## config.mk

```make
export PLATFORM = sky130hd
export DESIGN_NAME = mem_bank_arb
export DESIGN_NICKNAME = d
export VERILOG_FILES = /design/src/rtl/mem_bank_arb.sv
export SDC_FILE = /design/constraint.sdc
export NUM_CORES = 1
export LEC_CHECK = 0
export CORE_AREA = 2 2 323 325
export CTS_CLUSTER_SIZE = 40
export DETAILED_ROUTE_END_ITERATION = 6
export DIE_AREA = 0 0 325 327
export PLACE_DENSITY_LB_ADDON = 0.15
export SLEW_MARGIN = 20
export SYNTH_ARGS = -nofsm -noshare
export SYNTH_HDL_FRONTEND = slang
export SYNTH_SLANG_ARGS = --single-unit
```

## constraint.sdc

```tcl
create_clock -name clk -period 3.8 [get_ports clk]
set_clock_uncertainty 0.05 [all_clocks]
set_input_delay 0.38 -clock clk [delete_from_list [all_inputs] [get_ports clk]]
set_output_delay 0.38 -clock clk [all_outputs]
set_load 0.03 [all_outputs]
```

## src/rtl/mem_bank_arb.sv

```systemverilog
// mem_bank_arb: two-client round-robin arbiter for one memory bank port.
// Commands carry the client index in tag bit 0; read returns route by qtag.
module mem_bank_arb #(
    parameter int DATA_WIDTH    = 128,
    parameter int ADDRESS_WIDTH = 32,
    parameter int TAG_WIDTH     = 2,
    parameter int BE_WIDTH      = 16,
    parameter int MAX_BURST     = 16
) (
    input  logic                       clk,
    input  logic                       rst,
    input  logic [1:0]                 c_req,
    input  logic [1:0]                 c_ce,
    input  logic [1:0]                 c_w,
    input  logic [2*ADDRESS_WIDTH-1:0] c_a,
    input  logic [2*DATA_WIDTH-1:0]    c_d,
    input  logic [2*BE_WIDTH-1:0]      c_be,
    output logic [1:0]                 c_gnt,
    output logic [1:0]                 c_ready,
    output logic [1:0]                 c_valid,
    output logic [DATA_WIDTH-1:0]      c_q,
    output logic                       req,
    output logic                       ce,
    output logic                       w,
    output logic [ADDRESS_WIDTH-1:0]   a,
    output logic [TAG_WIDTH-1:0]       tag,
    output logic [DATA_WIDTH-1:0]      d,
    output logic [BE_WIDTH-1:0]        be,
    input  logic                       ready,
    input  logic                       valid,
    input  logic [DATA_WIDTH-1:0]      q,
    input  logic [TAG_WIDTH-1:0]       qtag,
    output logic                       busy,
    output logic [2*8-1:0]             rd_pend
);

    typedef enum logic [1:0] {
        IDLE = 2'd0,
        OWN0 = 2'd1,
        OWN1 = 2'd2
    } state_t;

    localparam logic [7:0] MB = 8'(MAX_BURST);

    state_t          state;
    state_t          state_nx;
    logic            last;
    logic [7:0]      burst_cnt;
    logic            accept;
    logic            burst_hit;
    logic [1:0]      rd_inc;
    logic [1:0][7:0] pend;
    logic            unused_qtag;

    assign c_gnt   = {state == OWN1, state == OWN0};
    assign busy    = (state != IDLE);
    assign req     = |c_req;
    assign ce      = |(c_gnt & c_ce);
    assign tag     = TAG_WIDTH'(c_gnt[1]);
    assign c_ready = c_gnt & {2{ready}};
    assign accept  = ce & ready;

    assign c_valid = {valid & qtag[0], valid & ~qtag[0]};
    assign c_q     = q;

    assign rd_inc  = c_gnt & c_ce & ~c_w & {2{ready}};
    assign rd_pend = pend;

    assign unused_qtag = ^{1'b0, qtag};

    // The switch decision lands in the cycle of the MAX_BURST-th accept.
    assign burst_hit = (burst_cnt >= MB) ||
                       (accept && (burst_cnt == MB - 8'd1));

    // Route the owner's command fields onto the bank; zero while idle.
    always_comb begin
        w  = 1'b0;
        a  = '0;
        d  = '0;
        be = '0;
        unique case (1'b1)
            c_gnt[0]: begin
                w  = c_w[0];
                a  = c_a[0 +: ADDRESS_WIDTH];
                d  = c_d[0 +: DATA_WIDTH];
                be = c_be[0 +: BE_WIDTH];
            end
            c_gnt[1]: begin
                w  = c_w[1];
                a  = c_a[ADDRESS_WIDTH +: ADDRESS_WIDTH];
                d  = c_d[DATA_WIDTH +: DATA_WIDTH];
                be = c_be[BE_WIDTH +: BE_WIDTH];
            end
            default: ;
        endcase
    end

    // Ownership decision: round-robin from idle, hand-over on drop or burst limit.
    always_comb begin
        state_nx = state;
        unique case (state)
            IDLE: begin
                if (c_req == 2'b11)
                    state_nx = last ? OWN0 : OWN1;
                else if (c_req[0])
                    state_nx = OWN0;
                else if (c_req[1])
                    state_nx = OWN1;
            end
            OWN0: begin
                if (!c_req[0])
                    state_nx = c_req[1] ? OWN1 : IDLE;
                else if (burst_hit && c_req[1])
                    state_nx = OWN1;
            end
            OWN1: begin
                if (!c_req[1])
                    state_nx = c_req[0] ? OWN0 : IDLE;
                else if (burst_hit && c_req[0])
                    state_nx = OWN0;
            end
            default: state_nx = IDLE;
        endcase
    end

    // State, last owner and per-grant accept counter.
    always_ff @(posedge clk) begin
        if (!rst) begin
            state     <= IDLE;
            last      <= 1'b1;
            burst_cnt <= '0;
        end else begin
            state <= state_nx;
            if (state_nx != state) begin
                burst_cnt <= '0;
                if (state != IDLE)
                    last <= c_gnt[1];
            end else if (accept && burst_cnt < MB) begin
                burst_cnt <= burst_cnt + 8'd1;
            end
        end
    end

    // Saturating outstanding-read counters per client.
    always_ff @(posedge clk) begin
        if (!rst) begin
            pend <= '0;
        end else begin
            for (int i = 0; i < 2; i++) begin
                if (rd_inc[i] && !c_valid[i] && pend[i] != 8'hff)
                    pend[i] <= pend[i] + 8'd1;
                else if (c_valid[i] && !rd_inc[i] && pend[i] != 8'h00)
                    pend[i] <= pend[i] - 8'd1;
            end
        end
    end

endmodule

```

==> flow_summary.json, run 1 <==
{
  "status": "finished, final reports clean",
  "crit_path_top_delay_cell": "clkdlybuf4s50_1",
  "maxSlewViolCount": 0,
  "async_flop_share_pct": 0,
  "overflow": 0,
  "dp_hpwl_um": 45440,
  "detail_route.wl_per_cell_um": 20.08,
  "clock_latency_ns": 0.28,
  "clock_sinks": 27,
  "power.share.combinational_pct": 87.4,
  "tns_ns": 0,
  "cts_resized": 0,
  "synthAdderAreaFrac_pct": 4.737,
  "io_pins": 824,
  "cts_root_buf": "clkbuf_16",
  "crit_chain": "inv_1, ha_4, buf_12, buf_12, buf_4, a22oi_1, nor2b_1, clkdlybuf4s50_1",
  "seqPwrFrac_pct": 8.3,
  "routed_wl_um": 51260,
  "antenna_found_initial": 5,
  "n_fill_cell": 11950,
  "worst_pin_slew_ns": 0.6757,
  "seq_area_frac_synth_pct": 9.654,
  "grt_pass1_vias": 7574,
  "layout-drive-gt1-share_pct": 7.765,
  "hold_viol_final": 0,
  "crit_arrival_ns": 3.01,
  "leakagePower_uw": 0.003767,
  "syn_to_final_growth_pct": 119.7,
  "ant_nets": 0,
  "max_freq_mhz": 290.6,
  "synth-simple-area-share_pct": 28.27,
  "irDropWorstVdd_uv": 233.4,
  "synth_cells": 767,
  "max_stage_delay_ns": 0.71,
  "vias_per_cell": 2.827,
  "syn_nets": 1279,
  "period_needed_ns": 3.442,
  "power.density_nw_per_um2": 511.6,
  "gr-usage-all-layers_pct": 9.042,
  "fin_crit_sh_pct": 90.57,
  "p_sw_uw": 3332,
  "criticalPathCategory": "register to primary output",
  "worstPathRequired_ns": 3.37,
  "gp_congestion": 0.7661,
  "timing.critical_path.buf_inv": 5,
  "drt-initial-drc-count": 307,
  "syn_area_sq_um": 5599,
  "ys_warn_count": 0,
  "end_kind": "primary output",
  "crit_path_start_kind": "register",
  "path_delay_family": "buffers and inverters",
  "num-nets-final": 1685,
  "firstDrtPassIters": 5,
  "ys_seq_elements": 27,
  "cts_tree": "yes",
  "port_buffers": 565,
  "coreArea_sq_um": 102900,
  "maxCapViolations": 0,
  "ys_types": 47,
  "fp.dieW_um": 325,
  "clkPwrFrac_pct": 4.2,
  "swShare_pct": 52.95,
  "synth_compound_area_share_pct": 29.41,
  "grt_max_degree": 103,
  "dp_cells": 2548,
  "avgSynthCellArea_sq_um": 7.300,
  "grt_pass1_wl_um": 67100,
  "cts_buffer_depth": 2,
  "die-area_sq_um": 106300,
  "cp_common_cell": "buf_12",
  "route.vias.total": 7217,
  "cts_setup_buffers": 0,
  "hold_class": "register to register",
  "synthFlopType": "dfxtp_1",
  "die_y_um": 327,
  "drcViolationCount": 0,
  "power.internal_uw": 2961,
  "yosys.area_share.xor_xnor_pct": 2.659,
  "finalNonFillerCells": 2553,
  "slew_headroom_pct": 54.95,
  "synthMuxAreaShare_pct": 1.788,
  "rsz0062_at_grt": "no",
  "synth_edf_count": 0,
  "finalSetupViolations": 0,
  "htree_levels": 1,
  "fp-row-count": 118,
  "synth_top_family_by_area": "compound AO/OA/AOI/OAI gates",
  "postCtsHoldBufs": 0,
  "clk_pin_slew_ns": 0.08,
  "worstPathMaxFanout": 51,
  "cts_made_buffers": 3,
  "start_util_pct": 5.441
}
==> cell usage in the layout (no fill, tap or decap), types with 10 or more instances in the layout <==
cell,instances
nor2_1,13
a21oi_1,13
buf_12,27
a22oi_1,178
nand2_1,11
clkdlybuf4s50_1,519
dfxtp_1,27
buf_4,50
xnor2_1,13
mux2i_1,10
inv_1,14
nand3_1,10
ha_1,15
nor2b_1,190
==> sequential cells by signal, indices dropped and copies added (netlist names) <==
name and count:
burst_cnt 8, state 2, rd_pend 16, last 1
==> cell type report <==
type                            count  area [sq um]  share of cell area [%]
Timing Repair Buffer              596          6111                   49.68
Multi-Input combinational cell    531          3785                   30.77
Tap cell                         1380          1727                   14.04
Sequential cell                    27         540.5                   4.394
Clock buffer                        3         75.07                  0.6103
Inverter                           14         52.55                  0.4272
Clock inverter                      1         7.507                 0.06103
Antenna cell                        1         2.502                 0.02034
==> worst min-delay path, stage by stage, from the launching register on <==
cell     delay [ns]
dfxtp_1        0.33
inv_1          0.05
nor2_1         0.03
==> power groups by stage <==
| stage | Combinational [uW] | Sequential (uW) | Clock, uW |
|---|---|---|---|
| finish | 5500 | 525 | 265 |
| detailed placement | 5660 | 537 | 0 |
| CTS | 5670 | 529 | 286 |
| global route | 5960 | 547 | 288 |
| global placement | 5650 | 532 | 0 |
| floorplan | 3170 | 632 | 0 |
==> cell usage after synthesis, types with 2 or more instances <==
cell type,count,area share [%]
buf_4,132,18
buf_6,4,0.80
o21bai_1,4,0.54
buf_1,3,0.20
o22ai_1,2,0.22
a22oi_1,178,24
nor2b_1,190,21
and3_1,3,0.34
ha_1,18,4.0
dfxtp_1,27,9.7
o311ai_0,4,0.63
nor4_1,5,0.56
and2b_1,2,0.27
a21oi_1,13,1.2
clkbuf_1,55,3.7
and2_1,5,0.56
xor2_1,4,0.63
a21o_1,4,0.54
xnor2_1,13,2.0
nand4_1,5,0.56
a2111oi_0,2,0.31
o211a_1,2,0.36
fa_1,2,0.72
nor3b_1,2,0.27
a211o_1,2,0.31
o21ai_0,6,0.54
inv_1,14,0.94
nand3b_1,6,0.80
nand2_1,11,0.74
or3_1,2,0.22
nand3_1,10,0.89
nor2_1,13,0.87
mux2i_1,10,1.8
==> cell families after synthesis <==
family,after synthesis
AND/OR/NAND/NOR,261
other,1
adder cells (fa/ha/maj),20
XOR/XNOR,17
multiplexers,10
AO/OA/AOI/OAI,222
flip-flops,27
buffers and inverters,209
==> path summary, 6_finish.rpt <==
| path | start | to | cells past startpoint | slack, ns |
|---|---|---|---|---|
| max | state[0] | be[4] | 8 | 0.36 |
| min | burst_cnt[7] | burst_cnt[7] | 2 | 0.40 |
| max reg2reg | state[0] | rd_pend[7] | 13 | 0.53 |
| min reg2reg | burst_cnt[7] | burst_cnt[7] | 2 | 0.40 |
==> stage by stage <==
step,setup WS (ns),power (uW),hold slack [ns],util [%],cell area (sq um)
6_report,0.3585,6293,0.3954,11.95,12300
5_1_grt,0.1946,6790,0.4262,11.95,12300
4_1_cts,0.3056,6483,0.3992,11.95,12300
3_5_place_dp,0.2631,6193,0.3854,11.87,12220
3_3_place_gp,0.3099,6185,0.3846,11.87,12220
2_1_floorplan,0.2429,3805,0.3705,-,5599
==> metal layers <==
metal  global-route usage [%]  up-vias  routed length (um)
li1                         -     3409                   -
met4                    2.204        8                1342
met2                    15.59      426               24570
met1                    9.857     3341               19720
met3                    4.505       33                5574
met5                        0        -                  49
Power figures use the tool's default switching activity.
==> run 2: changes to the inputs <==
--- a/config.mk
+++ b/config.mk
@@ -10,6 +10,7 @@
 export DETAILED_ROUTE_END_ITERATION = 6
 export DIE_AREA = 0 0 325 327
 export PLACE_DENSITY_LB_ADDON = 0.15
+export SKIP_LAST_GASP = 1
 export SLEW_MARGIN = 20
 export SYNTH_ARGS = -nofsm -noshare
 export SYNTH_HDL_FRONTEND = slang
==> results of run 2 <==
No change in the layout: final DEF, timing and power equal those of run 1.
